--- config.mk ---
export PLATFORM = sky130hd
export DESIGN_NAME = lut_cfg_loader
export DESIGN_NICKNAME = d
export VERILOG_FILES = /design/src/rtl/lut_cfg_loader.sv
export SDC_FILE = /design/constraint.sdc
export NUM_CORES = 1
export LEC_CHECK = 0
export CORE_ASPECT_RATIO = 1.5
export CORE_MARGIN = 2
export CORE_UTILIZATION = 54
export DETAILED_ROUTE_END_ITERATION = 16
export GPL_ROUTABILITY_DRIVEN = 0
export PLACE_DENSITY = 0.79
export SETUP_SLACK_MARGIN = 0.5
export SYNTH_ARGS = -nofsm -noshare
export SYNTH_HDL_FRONTEND = slang
export SYNTH_SLANG_ARGS = --single-unit
--- constraint.sdc ---
create_clock -name clk -period 5.2 [get_ports clk]
set_input_delay 0.78 -clock clk [delete_from_list [all_inputs] [get_ports clk]]
set_output_delay 0.78 -clock clk [all_outputs]
set_load 0.01 [all_outputs]
--- src/rtl/lut_cfg_loader.sv ---
// rtl/lut_cfg_loader.sv - serial LUT configuration loader with atomic shadow-to-active commit
module lut_cfg_loader #(
    parameter int NUM_LUTS = 4,
    parameter int CFG_W    = 16
) (
    input  logic                      clk,
    input  logic                      rst,
    input  logic                      start,
    input  logic                      abort,
    input  logic                      cfg_valid,
    input  logic                      cfg_bit,
    output logic                      cfg_ready,
    output logic [NUM_LUTS*CFG_W-1:0] lut_config,
    output logic                      busy,
    output logic                      done,
    output logic                      loaded
);
    localparam int TOT   = NUM_LUTS * CFG_W;
    localparam int CNT_W = $clog2(TOT) + 1;

    typedef enum logic [1:0] {IDLE, SHIFT, COMMIT} state_t;

    state_t           state_q, state_d;
    logic [CNT_W-1:0] count_q, count_d;
    logic [TOT-1:0]   shadow_q, shadow_d;
    logic [TOT-1:0]   lut_config_q, lut_config_d;
    logic             done_q, done_d;
    logic             loaded_q, loaded_d;
    logic             accept;

    // Handshake signals decode from the state register only.
    assign cfg_ready  = (state_q == SHIFT);
    assign busy       = (state_q != IDLE);
    assign accept     = cfg_valid && cfg_ready;
    assign lut_config = lut_config_q;
    assign done       = done_q;
    assign loaded     = loaded_q;

    always_comb begin
        state_d      = state_q;
        count_d      = count_q;
        shadow_d     = shadow_q;
        lut_config_d = lut_config_q;
        done_d       = 1'b0;
        loaded_d     = loaded_q;
        case (state_q)
            IDLE: begin
                if (start) begin
                    state_d = SHIFT;
                    count_d = '0;
                end
            end
            SHIFT: begin
                // Abort wins over a simultaneous accept, even the final bit.
                if (abort) begin
                    state_d = IDLE;
                end else if (accept) begin
                    shadow_d = {shadow_q[TOT-2:0], cfg_bit};
                    count_d  = count_q + 1'b1;
                    if (count_q == CNT_W'(TOT - 1)) begin
                        state_d = COMMIT;
                    end
                end
            end
            COMMIT: begin
                state_d = IDLE;
                if (!abort) begin
                    lut_config_d = shadow_q;
                    loaded_d     = 1'b1;
                    done_d       = 1'b1;
                end
            end
            default: state_d = IDLE;
        endcase
    end

    always_ff @(posedge clk or posedge rst) begin
        if (rst) begin
            state_q      <= IDLE;
            count_q      <= '0;
            shadow_q     <= '0;
            lut_config_q <= '0;
            done_q       <= 1'b0;
            loaded_q     <= 1'b0;
        end else begin
            state_q      <= state_d;
            count_q      <= count_d;
            shadow_q     <= shadow_d;
            lut_config_q <= lut_config_d;
            done_q       <= done_d;
            loaded_q     <= loaded_d;
        end
    end
endmodule

* Yosys cells after proc, flatten, opt, wreduce, memory -nomap -nowiden
Index checks and enable logic that the tools add are counted.
** Storage, ports and cells
- Bits in registers :: 139
- Input bits :: 6
- Output and inout bits :: 68
- Logic and storage cells :: 35
** Cells by class
- Add/subtract/negate cells :: 1
- Eq/ne operators :: 8
- Multiplexer cells :: 11
- Bitwise operators :: 1
- Reduce and logical (&&, ||, !) cells :: 8
** Operator list (count)
- two-way mux 7 bit :: 3
- one-hot mux 7 bit (2 select lines) :: 1
- two-way mux 2 bit :: 4
- adder 7 x 1 -> 7 bit (second input constant) :: 1
- == test 7 x 6 -> 1 bit (second input constant) :: 1
- inequality test 3 x 2 -> 1 bit (second input constant) :: 2
- AND reduction 3 bit :: 2
- inequality test 2 bit (second input constant) :: 2
- one-hot mux 2 bit (2 select lines) :: 1
- AND reduction 4 bit :: 1
- nonzero test 2 bit :: 2
- == test 2 x 1 -> 1 bit (second input constant) :: 1
- == test 2 bit (second input constant) :: 1
- zero test 2 bit :: 1
- two-way mux 1 bit :: 2
- inequality test 2 x 1 -> 1 bit (second input constant) :: 1
- AND reduction 2 bit :: 1
- logical AND 1 bit :: 1
- inverter 1 bit :: 1

* Depth between registers and ports, before layout
- Depth after elaboration :: 5
- Depth in mapped cells :: 7
- Depth with buffers taken out :: 4

* Least setup slack after synthesis
No wires, ideal clock.
- Path type :: input to register
- Start point :: input port abort
- End point :: register lut_config_q[0], in the netlist lut_config[0]
- Library setup time :: 0.125 ns
- Arrival time :: 1.687 ns
- Required time :: 5.075 ns
- Path slack :: 3.388 ns
- Stages on the path :: 4
- Buffers on the path :: 2
- Path through :: nor3b_2 -> buf_2 -> buf_4 -> mux2_2
** On the way
- Longest elaborated chain between the ends :: 2
** RTL lines
- from (decl) :: line 9 : input logic abort,
- inverter 1 bit (no line)
- AND reduction 2 bit (no line)
- to (signal assigned) :: line 89 : lut_config_q <= lut_config_d;
- to (decl) :: line 26 : logic [TOT-1:0] lut_config_q, lut_config_d;
Every way passes these cells.
A chain may end at the register's enable or synchronous reset.

* Worst setup path after layout
- Start point :: register state_q[0]
- End point :: output port cfg_ready
** On the way
- Longest elaborated chain between the ends :: 1
** RTL lines
- from (decl) :: line 23 : state_t state_q, state_d;
- from (signal assigned) :: line 86 : state_q <= state_d;
- == test 2 x 1 -> 1 bit :: line 32 : assign cfg_ready = (state_q == SHIFT);
- to (decl) :: line 12 : output logic cfg_ready,
Every way passes these cells.

==> impl_metrics.csv <==
group,metric,value,unit
sta,setup_violations,0,
global_route,grt_pass1_vias,3603,
clock_network,cts_resized,0,
die,fp.dieArea,0.0107,mm^2
logic_synthesis,synth_xor_area_share,0,%
die,io_pins,74,
setup_path,rr_endpoint,"count_q[4]",
die,dieWidth,85.1,um
finish,drive_above_1_share,17.0,%
worst_hold_path,min-delay-start,"loaded",
logic_synthesis,yosys_warnings,0,
global_route,antenna_found_initial,0,
sta,slew_headroom,39.2,%
logic_synthesis,synthAdderAreaFrac,0.235,%
sta,skew,6.17,ps
flow_run,drv_cap,0,
die,core,0.00963,mm^2
logic_synthesis,synth_largest_area_cell,"dfrtp_1",
logic_synthesis,avgSynthCellArea,11.5,um^2
drt,drtAntennaViolNets,0,
finish,fin_area,0.00680,mm^2
logic_synthesis,synthesis.nets,470,
setup_path,cp-end-kind,"primary output",
logic_synthesis,synth_edf_count,0,
finish,area_growth,27.6,%
setup_path,max_stage_delay,600,ps
global_route,grt_pass1_wl,17200,um
drt,vias_per_cell,5.24,
die,rows,44,
logic_synthesis,synth.top_cells.by_area,"dfrtp_1, nand2_1, mux2_2, mux2_1, buf_2",
power_and_ir_drop,p_total,2.48,mW
setup_path,crit_required,4420,ps
clock_network,post_cts.repair.setup_buffers,0,
setup_path,reg2reg_depth,4,
drt,routed_wl,9890,um
finish,utilization,70.6,%
worst_hold_path,min_path_cells,1,
drt,first_pass_iters,4,
setup_path,rrSetupSlack,3110,ps
sta,rsz0062_at_grt,"false",
worst_hold_path,min_to,"loaded",
setup_path,critical_path_class,"flip-flop to primary output",
logic_synthesis,ys_seq_elements,139,
drt,drc_errors,0,
sta,hold_viol_final,0,
setup_path,crit_path_start_kind,"flip-flop",
sta,setup-tns-final,0,ps
logic_synthesis,synth_mux_area_share,13.9,%
logic_synthesis,synth_cells,463,
logic_synthesis,synth_top_flop_cell,"dfrtp_1",
clock_network,cts_root_buffer,"clkbuf_16",
global_route,grt_max_degree,104,
clock_network,clkSinkCount,139,
drt,wl_per_cell,14.9,um
worst_hold_path,hp-class,"flip-flop to flip-flop",
logic_synthesis,synth-compound-area-share,1.34,%
finish,layout.cells.non_filler,663,
sta,hold_ws,465,ps
sta,setup_slack,2580,ps
global_route,track_usage,20.4,%
die,die_h,126,um
power_and_ir_drop,peakVddDrop,0.293,mV
placed_design,place_inst,631,
sta,period_share,50.3,%
power_and_ir_drop,power.leakage,3.52,nW
outcome,run_status,"complete, no violations",
finish,nNetsFinal,542,
sta,finalCriticalPeriod,2620,ps
setup_path,r2r_start,"state_q[1]",
logic_synthesis,syn_area,0.00533,mm^2
clock_network,htreeDepth,4,
placed_design,post-place-ws,2200,ps
clock_network,cts_max_path_buffers,2,
logic_synthesis,async_reset_ff_share,100,%
sta,tightest_slew,911,ps
placed_design,hpwlAfterDp,6090,um
setup_path,crit_slowest_cell,"clkdlybuf4s50_1",
logic_synthesis,synth_top_family_by_area,"simple AND/OR/NAND/NOR gates",
sta,max_freq,382,MHz
power_and_ir_drop,pwr_density_cell,365,mW/mm^2
logic_synthesis,synth-simple-area-share,16.6,%
global_route,gr-total-overflow,0,
clock_network,clk-insertion-delay-late,410,ps
clock_network,path_clk_slew,50,ps
placed_design,port_buffers,73,
placed_design,placedInstanceArea,0.00617,mm^2
finish,n_antenna_cell,0,
clock_network,hold_buffers,0,
setup_path,worstPathCellList,"inv_1, nor2_1, clkdlybuf4s50_1",
sta,drv_slew,0,
clock_network,cts_tree,"done",
logic_synthesis,yosysSeqAreaShare,65.3,%
logic_synthesis,synth_top_area_share,65.3,%
setup_path,arrival,1840,ps
drt,vias,3476,
drt,first_iter_violations,243,
setup_path,crit_path_max_fanout,8,
logic_synthesis,synth.distinct_cells,35,
clock_network,cts_buffers,17,
die,start_util,55.3,%
[power breakdown]
group / switching [mW] / internal [mW] / total, mW / leakage (nW)
clock: 0.433 / 0.824 / 1.26 / 0.298
sequential: 0.0258 / 1.11 / 1.13 / 1.93
combinational: 0.0637 / 0.0283 / 0.0921 / 1.29
total: 0.522 / 1.96 / 2.48 / 3.52
[area by class of cell]
cell class	instances	area, um^2
Clock inverter	12	170
Fill cell	654	2840
Timing Repair Buffer	78	781
Tap cell	115	144
Multi-Input combinational cell	295	1750
Clock buffer	20	457
Sequential cell	139	3480
Inverter	4	20.0
[cells in the mapped netlist (2+ instances only)]
library cell	instances
nand2_1	196
dfrtp_1	139
mux2_2	51
mux2_1	13
buf_2	10
clkbuf_1	7
buf_4	4
inv_1	4
nand3_1	4
buf_1	3
nor2_1	3
mux2i_1	2
o21ai_0	2
o41ai_1	2
or2_2	2
or4_1	2
[critical path, delay by kind of cell (launching register included)]
kind / cells / cell delay, ps
buffers and inverters: 2 / 720
flip-flops: 1 / 550
AND/OR/NAND/NOR: 1 / 160
[state kept, by name (all words and copies together) (netlist names)]
| register | count |
|---|---|
| lut_config | 64 |
| done | 1 |
| count_q | 7 |
| state_q | 2 |
| loaded | 1 |
| shadow_q | 64 |
[cells by family (layout without fill, tap and decap cells)]
family / count (synthesis) / in the layout
compound gates: 10 / 10
fa+ha+maj: 1 / 1
buf+inv: 29 / 114
flops: 139 / 139
mux: 66 / 66
simple gates: 218 / 218
[cell usage in the layout, fill, tap and decap left out, types with 3 or more instances in the layout]
master,synthesis,routed
nand2_1,196,196
clkinvlp_4,0,4
clkinv_2,0,4
inv_1,4,3
nor2_1,3,3
clkbuf_16,0,17
bufinv_16,0,4
clkdlybuf4s50_1,0,73
nand3_1,4,4
mux2_2,51,51
mux2_1,13,13
buf_4,4,4
dfrtp_1,139,139
[metal layers]
layer	GRT usage (%)	up-vias	share of wire, %
li1	-	1647	-
met1	26.4	1740	43
met2	32.8	74	52
met3	4.78	15	3.1
met4	9.15	0	1.8
met5	0	-	0
[worst max-delay path by stage]
stage / from / to / slack, ps / cells after the start
floorplan: rst / count_q[0] / 700 / 1
finish: state_q[0] / cfg_ready / 2580 / 3
global route: cfg_valid / count_q[4] / 2480 / 5
detailed placement: cfg_valid / count_q[4] / 2200 / 5
global placement: cfg_valid / count_q[2] / 2300 / 5
CTS: state_q[0] / cfg_ready / 2570 / 3
No activity file was read; power rests on OpenSTA's default activity.
